===== config.mk =====
export PLATFORM = sky130hd
export DESIGN_NAME = interrupt_controller
export DESIGN_NICKNAME = d
export VERILOG_FILES = /design/src/rtl/interrupt_controller.sv
export SDC_FILE = /design/constraint.sdc
export NUM_CORES = 1
export LEC_CHECK = 0
export CORE_MARGIN = 2
export CORE_UTILIZATION = 30
export DETAILED_ROUTE_END_ITERATION = 8
export SYNTH_ARGS = -nofsm -noshare
export SYNTH_HDL_FRONTEND = slang
export SYNTH_SLANG_ARGS = --single-unit
export TNS_END_PERCENT = 20

===== constraint.sdc =====
create_clock -name i_Clk -period 4.45 [get_ports i_Clk]
set_input_delay 0.89 -clock i_Clk [delete_from_list [all_inputs] [get_ports i_Clk]]
set_output_delay 0.89 -clock i_Clk [all_outputs]
set_load 0.05 [all_outputs]

===== src/rtl/interrupt_controller.sv =====
// Interrupt flag/enable registers with request edge capture and dispatch-vector handshake.
// Read data is zero when not selected, so it can be OR-combined onto the CPU bus.
module interrupt_controller #(
  parameter logic [15:0] IF_ADDR     = 16'hFF0F,
  parameter logic [15:0] IE_ADDR     = 16'hFFFF,
  parameter logic [15:0] VECTOR_BASE = 16'h0040
) (
  input  logic        i_Clk,
  input  logic        i_Reset,
  input  logic        i_Enable,
  input  logic [15:0] i_Address,
  input  logic        i_Address_Out,
  input  logic [7:0]  i_Bus,
  input  logic        i_Bus_Out,
  input  logic        i_Bus_In,
  input  logic [4:0]  i_Requests,
  input  logic        i_Handle_Interrupt,
  output logic [7:0]  o_Bus,
  output logic        o_Selected,
  output logic [4:0]  o_Interrupts,
  output logic [15:0] o_Vector,
  output logic        o_Vector_Valid
);

  logic [4:0]  if_q;
  logic [7:0]  ie_q;
  logic [4:0]  req_hist;
  logic        ack_hist;
  logic [15:0] vector_q;
  logic        vector_valid_q;

  logic        hit_if;
  logic        hit_ie;
  logic        wr_if;
  logic        wr_ie;
  logic [4:0]  req_edge;
  logic [4:0]  pending;
  logic        ack_rise;
  logic        ack_found;
  logic [2:0]  ack_idx;
  logic [4:0]  ack_clear;
  logic [4:0]  if_next;

  // Index of the lowest set bit; callers qualify the result with a nonzero test.
  function automatic logic [2:0] lowest_set(input logic [4:0] v);
    logic [2:0] idx;
    idx = 3'd0;
    for (int i = 4; i >= 0; i--) begin
      if (v[i]) idx = 3'(i);
    end
    return idx;
  endfunction

  function automatic logic [15:0] vector_for(input logic [2:0] idx);
    return VECTOR_BASE + {10'b0, idx, 3'b000};
  endfunction

  assign hit_if     = i_Address_Out && (i_Address == IF_ADDR);
  assign hit_ie     = i_Address_Out && (i_Address == IE_ADDR);
  assign o_Selected = hit_if || hit_ie;

  always_comb begin
    o_Bus = 8'h00;
    if (i_Bus_In) begin
      if (hit_if)      o_Bus = {3'b111, if_q};
      else if (hit_ie) o_Bus = ie_q;
    end
  end

  assign wr_if = hit_if && i_Bus_Out;
  assign wr_ie = hit_ie && i_Bus_Out;

  assign req_edge     = i_Requests & ~req_hist;
  assign pending      = if_q & ie_q[4:0];
  assign o_Interrupts = pending;

  // Acknowledge selection uses the register values from before the edge.
  assign ack_rise  = i_Handle_Interrupt && !ack_hist;
  assign ack_found = |pending;
  assign ack_idx   = lowest_set(pending);
  assign ack_clear = (ack_rise && ack_found) ? (5'b00001 << ack_idx) : 5'b00000;

  // A CPU write overrides the ack clear; fresh request edges always win.
  assign if_next = (wr_if ? i_Bus[4:0] : (if_q & ~ack_clear)) | req_edge;

  always_ff @(posedge i_Clk) begin
    if (i_Reset) begin
      if_q           <= 5'b0;
      ie_q           <= 8'h00;
      req_hist       <= 5'b0;
      ack_hist       <= 1'b0;
      vector_q       <= 16'h0000;
      vector_valid_q <= 1'b0;
    end else if (i_Enable) begin
      if_q     <= if_next;
      req_hist <= i_Requests;
      ack_hist <= i_Handle_Interrupt;
      if (wr_ie) ie_q <= i_Bus;
      if (ack_rise) begin
        vector_q       <= ack_found ? vector_for(ack_idx) : 16'h0000;
        vector_valid_q <= 1'b1;
      end else if (!i_Handle_Interrupt) begin
        vector_valid_q <= 1'b0;
      end
    end
  end

  assign o_Vector       = vector_q;
  assign o_Vector_Valid = vector_valid_q;

endmodule


## Word level (Yosys, flattened, before mapping)

Index checks and enable logic that the tools add are counted.

| storage, ports and cells | value |
|---|---|
| register bits after elaboration | 36 |
| bits of input ports | 36 |
| output and inout bits | 31 |

| cells by class | value |
|---|---|
| add/subtract/negate cells | 1 |
| equality and inequality tests | 3 |
| shift operators | 1 |
| multiplexer cells | 13 |
| bitwise operators | 6 |
| reduce and logical (&&, ||, !) cells | 12 |

Operator list:

| cell | number |
|---|---|
| 16-bit equality test (second input constant) | 2 |
| 8-bit 2-to-1 mux | 4 |
| 5-bit AND | 3 |
| 3-bit 2-to-1 mux | 5 |
| 5-bit 2-to-1 mux | 2 |
| 5-bit inverter | 2 |
| 7-bit by 6-bit adder with 8-bit output (first input constant) | 1 |
| 1-bit logical AND | 6 |
| 2-bit AND reduction | 3 |
| 5-bit OR | 1 |
| 5-bit OR reduction | 1 |
| 1-bit by 3-bit left shift with 5-bit output (first input constant) | 1 |
| 1-bit 2-to-1 mux | 2 |
| 2-bit by 1-bit inequality test with 1-bit output (second input constant) | 1 |
| 1-bit zero test | 1 |
| 1-bit logical OR | 1 |

## Logic depth before layout (Yosys ltp)

| depth | value |
|---|---|
| depth in word-level cells | 12 |
| depth in mapped cells | 6 |
| mapped depth without buffers | 4 |

## Least setup slack after synthesis

OpenSTA, ideal clock, no wires.

| timing path | value |
|---|---|
| path kind | input to output |
| start | input i_Address[3] |
| end | output o_Selected |
| data arrival time | 2568 ps |
| required time | 3560 ps |
| slack | 992 ps |
| stages | 5 |
| cells stage by stage | nand4_1 or4_1 buf_4 buf_6 a21oi_1 |

| on the way | value |
|---|---|
| cells in the longest elaborated chain, start to end | 3 |
| elaborated cells on any way between the ends | 5 |
| those cells by class | eq/ne (2); reduce/logical (3) |

Ends and longest elaborated chain:

| item | line | RTL |
|---|---|---|
| start: declaration | 11 | `input logic [15:0] i_Address,` |
| 16-bit equality test, on equally long branches | 58, 59 |  |
| 1-bit logical AND, on equally long branches | 58, 59 |  |
| 1-bit logical OR (*) | 60 | `assign o_Selected = hit_if \|\| hit_ie;` |
| end: declaration | 19 | `output logic o_Selected,` |

Every way passes the cells marked *; elsewhere a longest branch is shown, timed or not.

## Worst setup path after layout

| timing path | value |
|---|---|
| start | input i_Address[4] |
| end | output o_Bus[4] |

| on the way | value |
|---|---|
| cells in the longest elaborated chain, start to end | 5 |
| elaborated cells on any way between the ends | 7 |
| those cells by class | eq/ne (2); mux (3); reduce/logical (2) |

Ends and longest elaborated chain:

| item | line | RTL |
|---|---|---|
| 16-bit equality test | 59 | `assign hit_ie = i_Address_Out && (i_Address == IE_ADDR);` |
| 1-bit logical AND | 59 |  |
| 8-bit 2-to-1 mux | 66 | `else if (hit_ie) o_Bus = ie_q;` |
| 8-bit 2-to-1 mux (*) | 65 | `if (hit_if) o_Bus = {3'b111, if_q};` |
| 8-bit 2-to-1 mux (*) | 64 | `if (i_Bus_In) begin` |
| end: declaration | 18 | `output logic [7:0] o_Bus,` |

Marked as above.

==> results.txt <==
synthesis-stage register bit count: 24
Seq/Total Area, Yosys: 33.9%
drt drc: 0
crit path capture: o_Bus[4]
GP Congestion: 0.837
fraction of layout cells with a size suffix above 1: 8.79%
Cells after Synth: 188
Max clock buf depth: 2
reg2reg path depth: 3
Max Cap Viol: 0
final setup margin: 0.708 ns
top-area cell type share of the netlist area: 33.9%
largest net degree at the start of global routing: 25
Yosys top cell by area: dfxtp_1
Switching Fraction: 26.1%
grt ovf: 0
Num CTS Buffers: 3
Power Dens Cells: 247 nW/um^2
Final setup viols: 0
CP Class: in2out
Flop pwr share: 44.0%
Detailed Route WL: 3840 um
Final min period: 3.74 ns
Yosys cell types: 32
Int Power: 0.386 mW
Ports: 67
Hold WC Path Type: reg2reg
Final Hold Fails: 0
Compound-Gate Fraction of Synth Area: 26.4%
H-Tree Depth: 1
Setup Buffers After CTS: 0
Root Driver: clkbuf_8
vias in the first global route: 1404
Synth Area in Adders: 0%
Total GRT Usage: 15.7%
Setup Total Neg Slack: 0 ns
worst endpoint required time: 3.56 ns
critical path startpoint category: input port
clock slew at reported path FFs: 0.09 ns
WL per Instance: 13.1 um
first-pass GRT wire length: 6660 um
Port Buf Inserts: 54
status: complete, no violations
xor/xnor cell area share of the yosys netlist: 0%
slew margin rel.: 39.3%
overall die width: 72.8 um
P_sw: 0.136 mW
Rows: 25
placed wire-length estimate: 2900 um
Clock Skews: 0.00375 ns
combinational family with the most area after synthesis: compound AO/OA/AOI/OAI gates
maximum vdd drop: 106 uV
synth top area cells: dfxtp_1 34%, a21oi_1 7.8%, buf_4 7.4%, o21ai_1 5.6%, nand3_1 5.3%
Least-Margin Pin Slew: 0.907 ns
die footprint: 5300 sq um
worst-path maximum fanout: 8
R2R setup slack: 3.22 ns
Antenna Cells: 0
unrepaired setup endpoints after global routing: false
syn avg cell area: 7.55 sq um
# nets final: 276
Core Area: 4630 sq um
post-synthesis cell area: 1420 sq um
post-CTS resize count: 0
via count: 1484
Tcrit/Tclk final: 84.1%
Via density: 5.06
Worst EP arrival: 2.85 ns
post-synthesis simple-gate area fraction: 21.5%
Synthesis Warnings: 0
Antenna Nets Post-Route: 0
FF-to-FF End: o_Vector[4]
1st-pass router iterations: 4
critical path startpoint: i_Address[4]
Slew Limit Fails: 0
Layout Cells excl Fill: 293
post-synthesis mux area share: 4.23%
cts hold-fix bufs: 0
Starting DRT DRC Count: 58
CP Capture Type: output port
Num Clock Sinks: 24
Comb power frac: 18.8%
commonest non-fill, non-tap cell in the layout: clkdlybuf4s50_1
clock network power share: 37.2%
P_leak: 0.767 nW
worst reg2reg path startpoint: if_q[0]
antenna violations before repair: 0
synthesis-to-layout area growth: 48.9%
CTS tree: done
dpl cells: 289
commonest non-fill, non-tap cells in the layout: 45 x clkdlybuf4s50_1, 24 x dfxtp_1, 22 x a21oi_1, 16 x o21ai_1, 16 x nor2_1
Starting Density: 30.6%
Die Y: 72.8 um
Area after DPL: 2040 sq um
f_max: 267 MHz
pre-CTS setup slack: 0.694 ns
Worst-Skew Late Latency: 0.27 ns
Final Cell Area: 2110 sq um
-- layout make-up --
| cell class | instances | area, sq um |
|---|---|---|
| Timing Repair Buffer | 59 | 656 |
| Inverter | 12 | 45.0 |
| Tap cell | 54 | 67.6 |
| Multi-Input combinational cell | 140 | 793 |
| Sequential cell | 24 | 480 |
| Clock buffer | 3 | 41.3 |
| Fill cell | 460 | 2520 |
| Clock inverter | 1 | 30.0 |
-- how the worst min path moves through the flow --
stage,to,depth (start not counted),start
5_1_grt,o_Vector[3],2,o_Vector[3]
4_1_cts,o_Vector[3],2,o_Vector[3]
2_1_floorplan,req_hist[0],2,req_hist[0]
3_3_place_gp,o_Vector[3],2,o_Vector[3]
6_report,o_Vector[3],2,o_Vector[3]
3_5_place_dp,o_Vector[3],2,o_Vector[3]
-- registers in the layout, summed over array words and instances (netlist names) --
name            count
ack_hist            1
o_Vector_Valid      1
if_q                5
ie_q                8
o_Vector            4
req_hist            5
-- critical path: stages --
cell	delay [ns]
clkdlybuf4s50_1	0.45
or4_1	0.68
nand2_1	0.13
nand3_2	0.20
a21oi_1	0.32
buf_12	0.18
-- power groups by stage --
stage                     combinational, mW  clock (mW)  sequential (mW)
after global placement               0.0976           0            0.235
after detailed placement             0.0983           0            0.235
after global routing                  0.108       0.206            0.231
after CTS                            0.0985       0.199            0.230
final                                0.0981       0.194            0.230
after floorplan                      0.0585           0            0.237
-- cell usage after synthesis --
master and instances:
dfxtp_1 24, a21oi_1 22, nor2_1 16, o21ai_1 16, nand3_1 15, buf_4 14
inv_1 12, nand2_1 10, a41oi_1 7, a211oi_1 6, mux2i_1 6, o21ai_0 5
clkbuf_1 4, a22oi_1 3, buf_2 3, nand4_1 3, and2_1 2, nor2b_1 2
nor4_2 2, o211ai_1 2, or3_1 2, or4_1 2, a22o_1 1, a31oi_1 1
buf_1 1, buf_6 1, conb_1 1, nand3_2 1, nand3b_1 1, nor3_1 1
nor3b_1 1, or2_1 1
-- cell families after synthesis --
kind of cell / count (synthesis)
AOI/OAI and AO/OA: 63
and+or+nand+nor: 59
buffers and inverters: 35
DFF: 24
muxes: 6
other: 1
-- per-stage QoR --
stage | hold WS (ns) | utilization, % | power (mW)
finish | 0.454 | 45.6 | 0.522
global route | 0.507 | 45.6 | 0.545
CTS | 0.459 | 45.6 | 0.528
detailed placement | 0.445 | 44.1 | 0.333
global placement | 0.443 | 44.1 | 0.332
floorplan | 0.455 | - | 0.296
-- per-layer routing --
metal / share of wire [%] / track usage [%]
met2: 47 / 25.4
met3: 5.4 / 2.76
met4: 0.94 / 4.12
met5: 0 / 0
met1: 46 / 21.5
Note: power is estimated with default switching activity, not from simulation.
==> patch, RTL diff (same settings) <==
Register the outputs `o_Selected` and `o_Interrupts`, cleared by the reset; this adds one clock of latency there. The other outputs are not delayed to match.
--- a/src/rtl/interrupt_controller.sv
+++ b/src/rtl/interrupt_controller.sv
@@ -59,3 +59,2 @@
   assign hit_ie     = i_Address_Out && (i_Address == IE_ADDR);
-  assign o_Selected = hit_if || hit_ie;
 
@@ -74,3 +73,11 @@
   assign pending      = if_q & ie_q[4:0];
-  assign o_Interrupts = pending;
+  always_ff @(posedge i_Clk) begin
+    if (i_Reset) begin
+      o_Selected   <= '0;
+      o_Interrupts <= '0;
+    end else begin
+      o_Selected   <= hit_if || hit_ie;
+      o_Interrupts <= pending;
+    end
+  end
 
Function: changed (Yosys sat finds a counterexample within 4 cycles, from zero or initial values and one cycle with i_Reset high).
==> patch against the original RTL <==
  * Cell area rose by 8.1%
  * Sequential cell count increased by 6
  * Global-route usage is 1.4 points lower
  * Setup slack worse by 0.020 ns
  * Worst hold slack worse by 0.0013 ns
  * Die area is 9.0% higher
  * Power increased by 27%
  * Synthesized cell count rose by 5.9%
  * Synthesized area grew 9.5%
  * Wire length grew 5.3%
  * Non-clock buffer count is 2 lower
  * Largest cell class unchanged
  * Sequential power is 23% higher
==> patch: results (changes against the original RTL) <==
* Status: complete, no violations
* CP arrival at 2.87 ns (+0.02 ns)
* Post-synth top cells: dfxtp_1 (30), a21oi_1 (22), nor2_1 (22)
* Post-Route M1 WL at 1820 um (+2.1%)
* M2 GR Usage at 22.8% (-2.6 points)
* Met3 usage at 5.92% (+3.2 points)
* Gr usage total at 14.2% (-1.4 points)
* Drt first-iter violations at 162 (+180%)
* Seq/Total Area, Yosys at 38.6% (+4.8 points)
* Crit Path Max Fanout at 19 (+11)
* Skew final at 0.00425 ns (+0.000494 ns)
* Synth unique cells at 31 (-3.1%)
* Static leakage at 0.795 nW (+3.7%)
* Wire length per cell at 12.6 um (-3.6%)
* Placed Area at 2170 um^2 (+6.4%)
* Via total after detailed routing at 1527 (+2.9%)
* H-tree levels at 2 (+1)
* Vias in the first global route at 1370 (-2.4%)
* Met2 WL at 1880 um (+3.7%)
* Slew at the pin closest to its max-slew limit at 1.17 ns (+0.262 ns)
* HPWL Detailed at 2880 um (-0.50%)
* Met3 routed WL at 297 um (+43%)
* Syn Area/Cell at 7.81 um^2 (+3.5%)
* First-pass GRT wire length at 6560 um (-1.5%)
* Dpl ws at 0.674 ns (-0.0198 ns)
* Total Nets Final at 286 (+3.6%)
* Peak supply drop at 0.159 mV (+50%)
* RD Place Congestion at 0.777 (-7.2%)
* Cells after DPL at 313 (+8.3%)
* Int Pwr at 0.498 mW (+29%)
* Met1 Resource Use GR at 17.4% (-4.1 points)
* Layout cells sized above 1 at 8.40% (-0.39 points)
* CP max stage delay at 0.85 ns (+0.17 ns)
* Reg clk slew, reported paths at 0.06 ns (-0.03 ns)
* Largest net degree at the start of global routing at 31 (+24%)
* Total Wirelength at 4050 um (+5.3%)
* Num CTS Buffers at 5 (+2)
* Clock Latency Late Sink at approximately 0.28 ns
* Synth area leaders: dfxtp_1 (39%), a21oi_1 (7.1%), buf_4 (5.8%), nand3_1 (5.5%), nor2_1 (5.3%)
patch: changes by cell type in the layout (fill, tap and decap cells not counted), sizes merged, moves of 3 or more:
cell / change
dfxtp: +6
nor2: +6
buf: -3
clkbuf: +3
inv: -3
patch: worst paths after layout:
check / from / endpoint / slack [ns] / cells after the start
worst max register to register: ack_hist$_SDFFE_PP0P_ / o_Vector[6]$_SDFFE_PP0P_ / 3.00 / 4
worst max-delay path: i_Address[3] / o_Bus[4] / 0.69 / 6
worst min register to register: o_Vector[4]$_SDFFE_PP0P_ / o_Vector[4]$_SDFFE_PP0P_ / 0.45 / 2
worst min-delay path: o_Vector[4]$_SDFFE_PP0P_ / o_Vector[4]$_SDFFE_PP0P_ / 0.45 / 2
patch: final cells by class:
| type | instances | area [um^2] |
|---|---|---|
| multi-input cells | 147 | 807 |
| repair buffers | 57 | 643 |
| clock inverters | 1 | 30.0 |
| well taps | 70 | 87.6 |
| fillers | 507 | 2760 |
| flip-flops and latches | 30 | 601 |
| clock buffers | 6 | 82.6 |
| inverters | 9 | 33.8 |
patch: worst max-delay path: cells and delay by family:
| family | cells | cell delay, ns |
|---|---|---|
| AOI/OAI and AO/OA | 2 | 0.38 |
| and+or+nand+nor | 2 | 0.98 |
| buffers and inverters | 2 | 0.63 |
patch: power groups by stage:
stage          clock (mW)  combinational, mW  sequential (mW)
6_report            0.278             0.0996            0.284
5_1_grt             0.296              0.106            0.285
4_1_cts             0.285             0.0997            0.284
2_1_floorplan           0             0.0608            0.292
3_5_place_dp            0             0.0994            0.290
3_3_place_gp            0             0.0984            0.289
patch: cell families after synthesis:
kind of cell    after synthesis  share of synthesized area, %
buf+inv                      33                          12.1
simple gates                 69                          22.1
other cells                   1                         0.241
mux                           6                          3.86
flops                        30                          38.6
compound gates               60                          23.1
